==> src/rtl/branch_predictor_pkg.sv <==
// Shared definitions for the branch predictor: counter encodings and FSM state codes.
package branch_predictor_pkg;

    localparam logic [1:0] CTR_SNT = 2'd0;
    localparam logic [1:0] CTR_WNT = 2'd1;
    localparam logic [1:0] CTR_WT  = 2'd2;
    localparam logic [1:0] CTR_ST  = 2'd3;

    typedef enum logic {
        BP_INIT = 1'b0,
        BP_RUN  = 1'b1
    } bp_state_e;

endpackage

==> src/rtl/branch_predictor_sat_ctr.sv <==
// Combinational next value of a 2-bit saturating direction counter.
module bp_sat_ctr
    import branch_predictor_pkg::*;
(
    input  logic [1:0] ctr,
    input  logic       taken,
    output logic [1:0] ctr_next
);

    always_comb begin
        ctr_next = ctr;
        if (taken) begin
            if (ctr != CTR_ST) ctr_next = ctr + 2'd1;
        end else begin
            if (ctr != CTR_SNT) ctr_next = ctr - 2'd1;
        end
    end

endmodule

==> src/rtl/branch_predictor.sv <==
// Direct-mapped BTB with 2-bit direction counters, table-invalidation FSM and
// resolved-branch / mispredict performance counters.
module branch_predictor
    import branch_predictor_pkg::*;
#(
    parameter int         ENTRIES  = 64,
    parameter int         IDX_W    = $clog2(ENTRIES),
    parameter logic [1:0] CTR_INIT = 2'b10
) (
    input  logic        clk,
    input  logic        rst,
    input  logic        flush,
    input  logic        lk_valid,
    input  logic        lk_stall,
    input  logic [31:0] lk_pc,
    output logic        pred_valid,
    output logic        predict,
    output logic [31:0] predict_target,
    output logic        ready,
    input  logic        upd_valid,
    input  logic [31:0] upd_pc,
    input  logic        upd_taken,
    input  logic [31:0] upd_target,
    input  logic        upd_uncond,
    input  logic        upd_mispredict,
    output logic [31:0] upd_count,
    output logic [31:0] mispred_count
);

    localparam int TAG_W = 32 - IDX_W - 2;

    bp_state_e        state_q, state_d;
    logic [IDX_W-1:0] idx_q, idx_d;

    logic             tbl_valid_q  [ENTRIES];
    logic [TAG_W-1:0] tbl_tag_q    [ENTRIES];
    logic [29:0]      tbl_target_q [ENTRIES];
    logic [1:0]       tbl_ctr_q    [ENTRIES];
    logic             tbl_uncond_q [ENTRIES];

    logic        pred_valid_q, pred_valid_d;
    logic        predict_q, predict_d;
    logic [31:0] predict_target_q, predict_target_d;
    logic [31:0] upd_count_q, upd_count_d;
    logic [31:0] mispred_count_q, mispred_count_d;

    // ---------------- FSM: state register / next state / outputs ----------------
    always_ff @(posedge clk) begin
        if (rst) begin
            state_q <= BP_INIT;
            idx_q   <= '0;
        end else begin
            state_q <= state_d;
            idx_q   <= idx_d;
        end
    end

    always_comb begin
        state_d = state_q;
        idx_d   = idx_q;
        if (flush) begin
            state_d = BP_INIT;
            idx_d   = '0;
        end else if (state_q == BP_INIT) begin
            idx_d = idx_q + IDX_W'(1);
            if (idx_q == IDX_W'(ENTRIES - 1)) state_d = BP_RUN;
        end
    end

    logic init_clr;
    always_comb begin
        ready    = (state_q == BP_RUN);
        init_clr = (state_q == BP_INIT);
    end

    // ---------------- lookup ----------------
    logic [IDX_W-1:0] lk_idx;
    logic [TAG_W-1:0] lk_tag;
    logic             lk_hit, lk_taken;

    always_comb begin
        lk_idx   = lk_pc[IDX_W+1:2];
        lk_tag   = lk_pc[31:IDX_W+2];
        lk_hit   = (state_q == BP_RUN) && tbl_valid_q[lk_idx] && (tbl_tag_q[lk_idx] == lk_tag);
        lk_taken = lk_hit && (tbl_ctr_q[lk_idx][1] || tbl_uncond_q[lk_idx]);

        pred_valid_d     = pred_valid_q;
        predict_d        = predict_q;
        predict_target_d = predict_target_q;
        if (!lk_stall) begin
            pred_valid_d     = lk_valid;
            predict_d        = lk_valid && lk_taken;
            predict_target_d = (lk_valid && lk_taken) ? {tbl_target_q[lk_idx], 2'b00} : 32'd0;
        end
    end

    // ---------------- update ----------------
    logic [IDX_W-1:0] upd_idx;
    logic [TAG_W-1:0] upd_tag;
    logic             upd_hit, upd_en;
    logic [1:0]       upd_ctr_sat;
    logic             wr_en;
    logic [29:0]      wr_target;
    logic [1:0]       wr_ctr;
    logic             wr_uncond;

    always_comb begin
        upd_idx = upd_pc[IDX_W+1:2];
        upd_tag = upd_pc[31:IDX_W+2];
        upd_hit = tbl_valid_q[upd_idx] && (tbl_tag_q[upd_idx] == upd_tag);
    end

    bp_sat_ctr u_sat_ctr (
        .ctr      (tbl_ctr_q[upd_idx]),
        .taken    (upd_taken),
        .ctr_next (upd_ctr_sat)
    );

    always_comb begin
        // Flush outranks a same-cycle resolution: it is dropped and not counted.
        upd_en    = upd_valid && (state_q == BP_RUN) && !flush;
        wr_en     = 1'b0;
        wr_target = tbl_target_q[upd_idx];
        wr_ctr    = tbl_ctr_q[upd_idx];
        wr_uncond = tbl_uncond_q[upd_idx];
        if (upd_en) begin
            if (upd_hit) begin
                wr_en = 1'b1;
                if (upd_uncond) begin
                    wr_target = upd_target[31:2];
                    wr_ctr    = CTR_ST;
                end else begin
                    wr_ctr = upd_ctr_sat;
                    if (upd_taken) wr_target = upd_target[31:2];
                end
            end else if (upd_taken || upd_uncond) begin
                wr_en     = 1'b1;
                wr_target = upd_target[31:2];
                wr_ctr    = upd_uncond ? CTR_ST : CTR_INIT;
                wr_uncond = upd_uncond;
            end
        end
        upd_count_d     = upd_count_q + (upd_en ? 32'd1 : 32'd0);
        mispred_count_d = mispred_count_q + ((upd_en && upd_mispredict) ? 32'd1 : 32'd0);
    end

    // Table storage: no reset needed, INIT invalidates every entry before use.
    always_ff @(posedge clk) begin
        if (init_clr) begin
            tbl_valid_q[idx_q] <= 1'b0;
        end else if (wr_en) begin
            tbl_valid_q[upd_idx]  <= 1'b1;
            tbl_tag_q[upd_idx]    <= upd_tag;
            tbl_target_q[upd_idx] <= wr_target;
            tbl_ctr_q[upd_idx]    <= wr_ctr;
            tbl_uncond_q[upd_idx] <= wr_uncond;
        end
    end

    always_ff @(posedge clk) begin
        if (rst) begin
            pred_valid_q     <= 1'b0;
            predict_q        <= 1'b0;
            predict_target_q <= 32'd0;
            upd_count_q      <= 32'd0;
            mispred_count_q  <= 32'd0;
        end else begin
            pred_valid_q     <= pred_valid_d;
            predict_q        <= predict_d;
            predict_target_q <= predict_target_d;
            upd_count_q      <= upd_count_d;
            mispred_count_q  <= mispred_count_d;
        end
    end

    always_comb begin
        pred_valid     = pred_valid_q;
        predict        = predict_q;
        predict_target = predict_target_q;
        upd_count      = upd_count_q;
        mispred_count  = mispred_count_q;
    end

endmodule

==> config.mk <==
export PLATFORM = sky130hd
export DESIGN_NAME = branch_predictor
export DESIGN_NICKNAME = d
export VERILOG_FILES = /design/src/rtl/branch_predictor_pkg.sv /design/src/rtl/branch_predictor_sat_ctr.sv /design/src/rtl/branch_predictor.sv
export SDC_FILE = /design/constraint.sdc
export NUM_CORES = 2
export LEC_CHECK = 0
export CAP_MARGIN = 40
export CORE_ASPECT_RATIO = 1.2
export CORE_MARGIN = 3
export CORE_UTILIZATION = 35
export CTS_CLUSTER_SIZE = 16
export DETAILED_ROUTE_END_ITERATION = 6
export PLACE_DENSITY_LB_ADDON = 0.1
export SETUP_SLACK_MARGIN = 0.1
export SKIP_LAST_GASP = 1
export SYNTH_ARGS = -nofsm -noshare
export SYNTH_HDL_FRONTEND = slang
export SYNTH_SLANG_ARGS = --single-unit
==> constraint.sdc <==
create_clock -name clk -period 9.7 [get_ports clk]
set_input_delay 1.94 -clock clk [delete_from_list [all_inputs] [get_ports clk]]
set_output_delay 1.94 -clock clk [all_outputs]
set_load 0.1 [all_outputs]
==> run metrics <==
Reg area=around 110000 um^2; RSZ-0062 raised after global routing=no; die area=~470000 um^2; mean post-synth cell area=~21 um^2; Max clock buf depth=4; Vias=~90000; Hold Vio Cnt, Final=0; Via density=roughly 6.0; final setup fails=0; ys flop type=edfxtp_1; Rel. slew slack=26.21%; clock latency on the worst-skew pair=between 1000 and 1500 ps; placed insts=around 14000; leading cell type in the layout, fill and taps excluded=edfxtp_1; cts hold-fix bufs=0; Internal=approximately 28 mW; maximum VDD drop=0.1507 mV; non-filler cells, final=~15000; result of the run=complete, no violations; IO Count=~200; power per cell area=approximately 190 nW/um^2; switching pwr=around 8.1 mW; # resized after CTS=0; layout cells sized above 1=between 30% and 40%; drt first pass iters=6; hpwl dp=around 350 mm; RR Endpoint=predict_target[2]; YS warnings=0; Critical Path Start Type=input pin; area taken by multi-input logic gates=45120 um^2; first-pass GRT wire length=around 800 mm; Site Rows=between 200 and 300; HP Start=predict_target[8]; Max Freq=138.7 MHz; Worst Hold Path EP=predict_target[8]; logic gate share of total power=6.5%; Max Slew Vio Count=0; ranking of synthesized cells by area=edfxtp_1 70%, mux4_2 19%, mux2i_1 1.5%; Post-synth EDFFs=roughly 3700; setup TNS=0 ps; total gr overflow=0; final core utilization=between 40% and 50%; Die Wd=around 620 um; clock share of power=a little over two fifths; CTS buffer count=slightly above 400; antenna violations before repair=39; most frequent cells in the layout=3712 x edfxtp_1, 1341 x mux4_2, 418 x clkbuf_16, 340 x buf_4, 246 x mux2i_1; DRC viols=0; routed len/inst=~40 um; Worst Max-Slew Pin Slew=~1100 ps; area share of the largest cell type after synthesis=a little over two thirds; post-route minimum period=approximately 7000 ps; setup bufs post-CTS=0; Leak=around 59 nW; max-cap viol count=0; Final nets=approximately 8500; period utilisation layout=about three quarters; CTS tree=built; Fill cells=around 40000; CTS sink cnt=around 3800; mapped cell area=roughly 160000 um^2; Sequential Power Share=slightly above 50%; R2R setup slack=4380 ps; Data arrival, critical path=approximately 7800 ps; Max FO, Critical Path=between 60 and 70; Area Growth Syn to Fin=17.76%; drt first-iter violations=10140; fraction of registers with async set/reset=0%; Post-Route Skew=82.73 ps; switch share=roughly 23%; cell count after synthesis=a little under 8000; area leader, netlist=edfxtp_1; CP startpoint=upd_pc[2]; I/O Buffers=195; gpl congestion=~0.86; min-delay worst type=flop to flop; Root Driver=clkbuf_16; Setup crit end kind=flop; CTS H-tree lvls=5; die extent in y=747.2 um; Starting Density=a little over a third; core area=455000 um^2; post-route ant nets=0; pin count of the biggest net entering global routing=~140; hold path depth=1; path depth of the worst reg2reg path=8; sequential-to-total area share from yosys stat=70.85%; Synth cell types=90; GRT Resource Usage Total=25.07%; vias in the first global route=91160; Worst R2R Start=tbl_tag_q[55][12]; Post-Route WL=594.2 mm; kind of critical path=input pin to flop; Critical Path RT=slightly above 10000 ps; flops & latches, synth=roughly 3800; Clk pin slew, worst setup/hold paths=~60 ps
[power groups by stage]
stage,registers (mW),clock network [mW],logic (mW)
after detailed placement,18.4,0,2.35
after global routing,18.1,16.4,2.44
final,18.1,15.4,2.34
after floorplan,18.4,0,1.23
after CTS,18.1,15.8,2.36
after global placement,18.4,0,2.27
[layout make-up]
cell class / instances / area share [%]
repair buffers: 805 / 5.029
well taps: 6006 / 3.982
clock inverters: 253 / 1.115
multi-input cells: 3354 / 23.91
inverters: 16 / 0.03315
clock buffers: 514 / 5.750
flip-flops and latches: 3815 / 60.16
diodes: 11 / 0.01459
[cell families (layout without fill, tap and decap cells)]
family	after synthesis	after routing	share of synthesized area, %
buf+inv	581	1588	1.677
fa+ha+maj	5	5	0.03904
other cells	1	13	0.002340
flops	3815	3815	70.85
mux	1632	1632	20.70
simple gates	846	846	2.664
xor+xnor	93	93	0.5083
compound gates	776	776	3.556
[per-layer routing]
layer,share of wire (%),vias up,track usage (%)
met5,0.013,-,0
met4,5.0,12,10.74
met3,6.3,990,3.774
met2,50,4002,43.16
met1,38,49160,31.45
li1,-,34780,-
[Yosys cell counts (53+ instances only)]
master and n:
nor3_1 148, mux4_2 1341, a21oi_1 90, buf_1 74, xor2_1 53, o21ai_0 77, nand3_1 84, mux2i_1 246
nand2_1 155, a221oi_1 101, buf_2 140, o22ai_1 80, dfxtp_1 103, clkbuf_1 294, edfxtp_1 3712, nor2_1 231
a22o_1 64, a22oi_1 158
[registers in the layout, indices dropped and copies added, names as in the netlist]
signal	count
tbl_valid_q	64
pred_valid	1
idx_q	6
tbl_uncond_q	64
predict	1
mispred_count	32
tbl_tag_q	1536
upd_count	32
predict_target	30
tbl_ctr_q	128
ready	1
tbl_target_q	1920
[through the flow]
step | hold slack (ps) | instance area [um^2] | setup slack, ps | power (mW)
after floorplan | 535.4 | 160200 | 1414 | 19.67
after global placement | 434.9 | 172300 | 1216 | 20.71
after detailed placement | 468.6 | 175700 | 1432 | 20.78
after CTS | 482.7 | 188600 | 2503 | 36.19
after global routing | 495.3 | 188700 | 2442 | 36.91
final | 481.4 | 188700 | 2488 | 35.83
[how the worst max path moves through the flow]
stage	to	slack, ps	depth (start not counted)
after floorplan	tbl_ctr_q[0][0]	1410	16
after global placement	tbl_tag_q[56][15]	1220	14
after detailed placement	tbl_tag_q[48][23]	1430	14
after CTS	tbl_tag_q[48][15]	2500	14
after global routing	tbl_tag_q[49][15]	2440	14
final	tbl_tag_q[48][18]	2490	14
[worst max-delay path, stage by stage]
cell and delay (ps):
buf_8 550, buf_4 680, mux4_2 580, and3_1 190, a21oi_1 190, nand4b_1 160
o21ai_0 620, nand4_1 310, or4_1 760, nor2_2 410, a31oi_4 170, buf_12 240
nor3_4 180, buf_4 610
Power figures use the tool's default switching activity.
